$ cat src/rtl/mini_rv_pkg.sv
// Shared definitions for the mini RV32 core: data width, RV32M operation
// encodings (funct3) and the multiply/divide unit state encoding.
package mini_rv_pkg;

  localparam int unsigned XLEN = 32;

  typedef enum logic [2:0] {
    OP_MUL    = 3'b000,
    OP_MULH   = 3'b001,
    OP_MULHSU = 3'b010,
    OP_MULHU  = 3'b011,
    OP_DIV    = 3'b100,
    OP_DIVU   = 3'b101,
    OP_REM    = 3'b110,
    OP_REMU   = 3'b111
  } muldiv_op_t;

  typedef enum logic [1:0] {
    S_IDLE = 2'd0,
    S_CALC = 2'd1,
    S_FIX  = 2'd2,
    S_DONE = 2'd3
  } muldiv_state_t;

endpackage

$ cat src/rtl/muldiv_unit.sv
// Iterative RV32M multiply/divide unit.
// One request is accepted in IDLE (in_valid && in_ready). Multiplies use
// shift-add and divides use restoring division on operand magnitudes, both
// in one shared 64-bit shift register, one bit per cycle for 32 cycles; a
// final cycle applies sign correction. Divide-by-zero and signed overflow
// bypass the iteration and present their fixed result right after accept.
// Ports:
//   clk, reset_n              clock, asynchronous active-low reset
//   in_valid / in_ready       request handshake (in_ready only in IDLE)
//   funct3                    RV32M operation select
//   rs1_data, rs2_data        operands A and B
//   rd_addr                   destination tag, carried to out_rd_addr
//   out_valid / out_ready     result handshake
//   out_data, out_rd_addr     result and its destination tag
//   busy                      high whenever not IDLE
module muldiv_unit
  import mini_rv_pkg::*;
(
  input  logic            clk,
  input  logic            reset_n,
  input  logic            in_valid,
  output logic            in_ready,
  input  logic [2:0]      funct3,
  input  logic [XLEN-1:0] rs1_data,
  input  logic [XLEN-1:0] rs2_data,
  input  logic [4:0]      rd_addr,
  output logic            out_valid,
  input  logic            out_ready,
  output logic [XLEN-1:0] out_data,
  output logic [4:0]      out_rd_addr,
  output logic            busy
);

  muldiv_state_t state, state_next;

  muldiv_op_t        op_q;
  logic [4:0]        rd_q;
  logic [5:0]        cnt;
  logic [2*XLEN-1:0] acc;
  logic [XLEN-1:0]   opnd;      // multiplicand or divisor magnitude
  logic              neg_main;  // negate product / quotient
  logic              neg_rem;   // negate remainder (dividend sign)

  // Request decode
  muldiv_op_t      op_in;
  logic            a_signed, b_signed, a_neg, b_neg;
  logic [XLEN-1:0] a_mag, b_mag;
  logic            div_zero, div_ovf, special;
  logic [XLEN-1:0] special_res;

  always_comb begin
    op_in    = muldiv_op_t'(funct3);
    a_signed = (op_in == OP_MULH) || (op_in == OP_MULHSU) ||
               (op_in == OP_DIV)  || (op_in == OP_REM);
    b_signed = (op_in == OP_MULH) || (op_in == OP_DIV) || (op_in == OP_REM);
    a_neg    = a_signed && rs1_data[XLEN-1];
    b_neg    = b_signed && rs2_data[XLEN-1];
    a_mag    = a_neg ? ('0 - rs1_data) : rs1_data;
    b_mag    = b_neg ? ('0 - rs2_data) : rs2_data;
    div_zero = funct3[2] && (rs2_data == '0);
    div_ovf  = ((op_in == OP_DIV) || (op_in == OP_REM)) &&
               (rs1_data == 32'h8000_0000) && (rs2_data == '1);
    special  = div_zero || div_ovf;
    // funct3[1] distinguishes REM* from DIV* among divide ops
    if (div_zero) special_res = funct3[1] ? rs1_data : '1;
    else          special_res = funct3[1] ? '0 : 32'h8000_0000;
  end

  // One iteration step for each kind of operation
  logic [XLEN:0]     mul_sum;
  logic [2*XLEN-1:0] mul_next;
  logic [XLEN:0]     rem_sh;
  logic              rem_ge;
  logic [2*XLEN-1:0] div_next;

  always_comb begin
    mul_sum  = {1'b0, acc[2*XLEN-1:XLEN]} + {1'b0, (acc[0] ? opnd : '0)};
    mul_next = {mul_sum, acc[XLEN-1:1]};
    // Partial remainder shifted left with the next dividend bit; it can
    // reach 33 bits, but after subtraction the result always fits in 32.
    rem_sh   = acc[2*XLEN-1:XLEN-1];
    rem_ge   = rem_sh >= {1'b0, opnd};
    div_next = {rem_sh[XLEN-1:0] - (rem_ge ? opnd : '0), acc[XLEN-2:0], rem_ge};
  end

  // Sign correction
  logic [2*XLEN-1:0] prod;
  logic [XLEN-1:0]   quot, rem, fix_res;

  always_comb begin
    prod = neg_main ? ('0 - acc) : acc;
    quot = neg_main ? ('0 - acc[XLEN-1:0]) : acc[XLEN-1:0];
    rem  = neg_rem  ? ('0 - acc[2*XLEN-1:XLEN]) : acc[2*XLEN-1:XLEN];
    case (op_q)
      OP_MUL:                       fix_res = prod[XLEN-1:0];
      OP_MULH, OP_MULHSU, OP_MULHU: fix_res = prod[2*XLEN-1:XLEN];
      OP_DIV, OP_DIVU:              fix_res = quot;
      OP_REM, OP_REMU:              fix_res = rem;
      default:                      fix_res = '0;
    endcase
  end

  // FSM
  always_ff @(posedge clk or negedge reset_n) begin
    if (!reset_n) state <= S_IDLE;
    else          state <= state_next;
  end

  always_comb begin
    state_next = state;
    case (state)
      S_IDLE: if (in_valid) state_next = special ? S_DONE : S_CALC;
      S_CALC: if (cnt == 6'd32) state_next = S_FIX;
      S_FIX:  state_next = S_DONE;
      S_DONE: if (out_ready) state_next = S_IDLE;
      default: state_next = S_IDLE;
    endcase
  end

  assign in_ready  = (state == S_IDLE);
  assign busy      = (state != S_IDLE);
  assign out_valid = (state == S_DONE);

  // Datapath
  always_ff @(posedge clk or negedge reset_n) begin
    if (!reset_n) begin
      op_q        <= OP_MUL;
      rd_q        <= '0;
      cnt         <= '0;
      acc         <= '0;
      opnd        <= '0;
      neg_main    <= 1'b0;
      neg_rem     <= 1'b0;
      out_data    <= '0;
      out_rd_addr <= '0;
    end else begin
      case (state)
        S_IDLE: begin
          if (in_valid) begin
            op_q     <= op_in;
            rd_q     <= rd_addr;
            cnt      <= '0;
            acc      <= {{XLEN{1'b0}}, a_mag};
            opnd     <= b_mag;
            neg_main <= a_neg ^ b_neg;
            neg_rem  <= a_neg;
            if (special) begin
              out_data    <= special_res;
              out_rd_addr <= rd_addr;
            end
          end
        end
        S_CALC: begin
          // The cycle with cnt == 32 only hands over to FIX.
          if (cnt != 6'd32) begin
            acc <= op_q[2] ? div_next : mul_next;
            cnt <= cnt + 6'd1;
          end
        end
        S_FIX: begin
          out_data    <= fix_res;
          out_rd_addr <= rd_q;
        end
        default: ;
      endcase
    end
  end

endmodule
$ cat config.mk
export PLATFORM = sky130hd
export DESIGN_NAME = muldiv_unit
export DESIGN_NICKNAME = d
export VERILOG_FILES = /design/src/rtl/mini_rv_pkg.sv /design/src/rtl/muldiv_unit.sv
export SDC_FILE = /design/constraint.sdc
export NUM_CORES = 1
export LEC_CHECK = 0
export BUFFER_PORTS_ARGS = -buffer_cell sky130_fd_sc_hd__buf_2
export CAP_MARGIN = 20
export CORE_ASPECT_RATIO = 1.75
export CORE_MARGIN = 2
export CORE_UTILIZATION = 60
export CTS_CLUSTER_DIAMETER = 200
export DETAILED_ROUTE_END_ITERATION = 12
export PLACE_DENSITY = 0.84
export SYNTH_ARGS = -nofsm -noshare
export SYNTH_HDL_FRONTEND = slang
export SYNTH_SLANG_ARGS = --single-unit
$ cat constraint.sdc
create_clock -name clk -period 6.7 [get_ports clk]
set_clock_uncertainty 0.05 [all_clocks]
set_input_delay 0.335 -clock clk [delete_from_list [all_inputs] [get_ports clk]]
set_output_delay 0.335 -clock clk [all_outputs]
set_load 0.005 [all_outputs]
# Word level (Yosys, flattened, before mapping)
# Cells that the tools add are included.
[word_totals]
register_bits = 151
inputBits = 76
out_inout_bits = 40
word_cells = 97
[classes]
add_sub_neg = 8
magnitude_cmp = 1
eq_ne = 23
n_mux = 29
n_bitwise = 1
n_reduce_logical = 25
[op_table]
columns = ["cell", "n"]
rows = [
  ["32-bit two-way mux", 11],
  ["64-bit two-way mux", 4],
  ["32-bit case mux with 4 select lines", 1],
  ["64-bit case mux with 2 select lines", 1],
  ["1-bit by 32-bit subtractor with 32-bit output (first input constant)", 4],
  ["32-bit equality test (second input constant)", 2],
  ["32-bit case mux with 2 select lines", 1],
  ["1-bit by 64-bit subtractor with 64-bit output (first input constant)", 1],
  ["32-bit by 32-bit adder with 33-bit output", 1],
  ["33-bit by 32-bit >= comparator with 1-bit output", 1],
  ["32-bit logical NOT", 1],
  ["32-bit subtractor", 1],
  ["3-bit equality test (second input constant)", 6],
  ["6-bit two-way mux", 2],
  ["6-bit case mux with 2 select lines", 1],
  ["5-bit two-way mux", 2],
  ["5-bit case mux with 2 select lines", 1],
  ["3-bit by 2-bit equality test with 1-bit output (second input constant)", 3],
  ["3-bit AND reduction", 3],
  ["2-bit two-way mux", 4],
  ["2-bit case mux with 4 select lines", 1],
  ["1-bit logical OR", 7],
  ["6-bit by 1-bit adder with 6-bit output (second input constant)", 1],
  ["3-bit by 1-bit equality test with 1-bit output (second input constant)", 2],
  ["14 further kinds", 25],
]

# Longest topological paths before layout
[logic_depth]
word_depth = 8
ltp_mapped = 21
ltp_nobuf = 21

# Least setup slack after synthesis
# No wires, ideal clock.
[synth_path]
path_type = "register to register"
from = "register acc[54]"
to = "register acc[63]"
setup_ns = 0.069
arrival_time_ns = 4.917
t_required_ns = 6.581
slack_ns = 1.664
path_stages_with_launch = 20
path_buffers = 1
synth_period_minus_slack_ns = 5.036
cell_sequence = "dfrtp_1 > ha_1 > nand4_1 > nor4_1 > a221oi_1 > o211ai_1 > o2111ai_1 > a21oi_1 > clkbuf_1 > nand2_1 > ha_1 > nor2b_1 > o211ai_1 > a2111oi_0 > o2111ai_1 > o211ai_1 > a2111oi_0 > or3_1 > or4b_1 > nand3_1"
[synth_via]
elab_chain_len = 6
word_cells_on_any_way = 7
classes_between = "add/sub (2); order compare (1); mux (4)"
[synth_rtl]
columns = ["item", "line_no", "rtl"]
rows = [
  ["start: declaration", "muldiv_unit.sv:39", "logic [2*XLEN-1:0] acc;"],
  ["start signal: assignment", "muldiv_unit.sv:143", "acc <= {{XLEN{1'b0}}, a_mag};"],
  ["start signal: assignment", "muldiv_unit.sv:156", "acc <= op_q[2] ? div_next : mul_next;"],
  ["33-bit by 32-bit >= comparator with 1-bit output", "muldiv_unit.sv:82", "rem_ge = rem_sh >= {1'b0, opnd};"],
  ["32-bit two-way mux", "muldiv_unit.sv:83", "div_next = {rem_sh[XLEN-1:0] - (rem_ge ? opnd : '0), acc[XLEN-2:0], rem_ge};"],
  ["32-bit subtractor", "muldiv_unit.sv:83", ""],
  ["64-bit two-way mux *", "muldiv_unit.sv:156", ""],
  ["64-bit two-way mux *", "muldiv_unit.sv:155", "if (cnt != 6'd32) begin"],
  ["64-bit case mux with 2 select lines *", "muldiv_unit.sv:137", "case (state)"],
]
# Every way passes the cells marked *; elsewhere a longest branch is shown, timed or not. The select of a mux whose other input is x is not followed.
# A chain may end at the register's enable or synchronous reset.

# Worst setup path in the final report
[layout_path]
from = "register acc[51]"
to = "register acc[63]"
# Same word-level chain as after synthesis.

==> flow_summary.toml <==
[worst_setup_path]
critPathMaxFanout = 15
cp_cell_sequence = "ha_1 > nand4_1 > nor4_1 > a221oi_1 > o211ai_1 > o2111ai_1 > a21oi_2 > nand2_1 > ha_1 > nor2b_1 > o211ai_1 > a2111oi_0 > buf_4 > o2111ai_1 > buf_4 > o211ai_1 > a2111oi_0 > or3_1 > or4b_1 > nand3_1"
critPathMostFrequentCell = "o211ai_1"
critPathLaunchType = "flip-flop"
crit_path_end_kind = "flip-flop"
critPathMaxStageDelay_ns = 0.69
required_ns = 7.06
critPathKind = "flip-flop to flip-flop"
crit_arrival_ns = 6.28
slowest_stage = "a21oi_2"

[grt]
met3_usage = 0.0996
grt_pass1_wl_um = 90300
grt_pass1_vias = 15700
grtUsageMet2 = 0.729
grt_most_used_layer = "met2"
grt_remaining_overflow = 0
use_met1 = 0.463
grt_usage = 0.437
antenna_found_initial = 1
grt_max_degree = 88

[synth]
netlist_instances = 1988
synth_area_per_cell_um2 = 7.67
ys_seq_area_frac = 0.248
ys_async_sr_fraction = 1.00
synth_ff_type = "dfrtp_1"
ys_ff_latch = 151
ys_types = 84
synth_warnings = 0
synth_edf_count = 0
synth_nets = 2180
mappedNetlistArea_um2 = 15200

[worst_hold_path]
min_path_type = "primary input to flip-flop"

[layout]
final_cell_mix = "268 x nand2_1, 254 x o21ai_0, 150 x dfrtp_1"
fin_nets = 2237
drive_gt1_frac = 0.113
final_common_cell = "nand2_1"
area_growth_pct = 9.20

[timing]
finalCritPeriodShare = 0.884
tns_ns = 0
max_slew_margin = 0.133
final_max_slew_viol_count = 0
fin_crit_ns = 5.93
setup_viol = 0
worst_pin_slew_ns = 1.29
rsz0062_at_grt = "false"
final.setup.worst_slack_ns = 0.775
hold_violations = 0
fmax_ghz = 0.169

[floorplan]
die_h_um = 215
io_pins = 116
num_rows = 77
fp.dieW_um = 124
die-area_um2 = 26700
core_area_um2 = 25100
start_util = 0.606

[pwr]
ir_worst_vdd_uv = 337
total_leakage_power_nw = 7.47
powerDensity_nw_per_um2 = 599

[clock_network]
clk_latency_ns = 0.47
clkTransAtPathRegs_ns = 0.08
clock-sinks = 151
post_cts_buffers = 0
clock_path_buffers = 2
ctsHoldBuffers = 1
cts_root_buf = "clkbuf_16"
cts_resized = 0
cts_max_level = 4
cts_made_buffers = 17
cts_tree = "yes"

[run_status]
outcome = "completed"

[routing]
vias = 16100
avgViaCountPerCell = 6.77
antenna_left = 0
totalWireLength_um = 58500
avgRoutedWirePerCell_um = 24.6
first_pass_iters = 6
drc = 0
drt_iter0_markers = 1626

[placement]
portBuffers = 115
place_ws_ns = 0.890
gp_congestion = 1.08
post-dp-hpwl_um = 43300

[flow_run]
maxCapViolations = 0
==> synthesized netlist by cell type (20+ instances only) <==
master	count	area, µm²
inv_1	77	289
nor3_1	38	190
xor2_1	73	639
a21o_1	40	300
nand2b_1	20	125
ha_1	114	1430
nand4_1	25	156
xnor2_1	99	867
mux2i_1	42	420
dfrtp_1	151	3780
nand2_1	269	1010
clkbuf_1	86	323
nand3_1	33	165
o31ai_1	26	195
o21ai_0	255	1280
nor2_1	132	495
a21oi_1	148	741
==> cells by family (layout without fill, tap and decap cells) <==
logic type                 count (synthesis)  in the layout  share of synthesized area
AOI/OAI and AO/OA                        657            657                      0.263
xor gates and xnor gates                 172            172                     0.0988
adders and majority gates                116            116                     0.0962
buffers and inverters                    188            258                     0.0489
DFF                                      151            151                      0.248
muxes                                     53             53                     0.0357
other                                      0              3                          0
and+or+nand+nor                          651            651                      0.210
==> path summary, 6_finish.rpt <==
| path | endpoint | cells past startpoint | start | slack (ns) |
|---|---|---|---|---|
| max in group asynchronous | op_q[2]$_DFFE_PN0P_ | 3 | reset_n | 4.64 |
| setup / recovery | acc[63]$_DFFE_PN0P_ | 20 | acc[51]$_DFFE_PN0P_ | 0.77 |
| hold / removal | rd_q[0]$_DFFE_PN0P_ | 2 | rd_addr[0] | 0.06 |
| min in group asynchronous | acc[3]$_DFFE_PN0P_ | 2 | reset_n | 0.46 |
| hold reg to reg | out_data[5]$_DFFE_PN0P_ | 2 | out_data[5]$_DFFE_PN0P_ | 0.43 |
| setup reg to reg | acc[63]$_DFFE_PN0P_ | 20 | acc[51]$_DFFE_PN0P_ | 0.77 |
==> worst max-delay path: cells and delay by family, from the launching register on <==
kind / cells / cell delay (ns)
AOI/OAI and AO/OA: 9 / 2.20
DFF: 1 / 0.52
adders and majority gates: 2 / 0.71
and+or+nand+nor: 7 / 2.01
buffers and inverters: 2 / 0.39
==> cell type report <==
cell class / count / area, µm²
diodes: 3 / 7.51
clock buffers: 17 / 425
clock inverters: 15 / 174
fillers: 2278 / 8500
inverters: 79 / 297
multi-input cells: 1649 / 10700
flip-flops and latches: 151 / 3780
well taps: 316 / 395
repair buffers: 147 / 830
==> metrics by stage <==
stage,hold WS (ns),std cells,area (µm²),power (mW),util
final,0.0605,2377,16600,9.97,0.662
after global routing,0.0770,2375,16600,10.7,0.662
after CTS,0.0568,2371,16600,9.71,0.661
after detailed placement,0.415,2338,16000,8.66,0.636
after global placement,0.410,2338,16000,8.53,0.636
after floorplan,-0.0106,1988,15200,6.65,-
==> sequential cells by signal, indices dropped and copies added (netlist names) <==
register	cells
acc	64
op_q	3
state	2
neg_rem	1
cnt	6
neg_main	1
out_rd_addr	5
rd_q	5
opnd	32
out_data	32
==> layer usage <==
| metal | share of wire | wire length (µm) |
|---|---|---|
| met3 | 0.081 | 4760 |
| met2 | 0.48 | 28100 |
| met4 | 0.10 | 5960 |
| met5 | 0 | 0 |
| met1 | 0.34 | 19700 |
==> power by group <==
group          leakage [nW]  internal [mW]  switching [mW]
registers              1.92           1.33           0.677
clock network         0.296          0.533           0.481
logic                  5.26           2.62            4.33
Power figures use the tool's default switching activity.
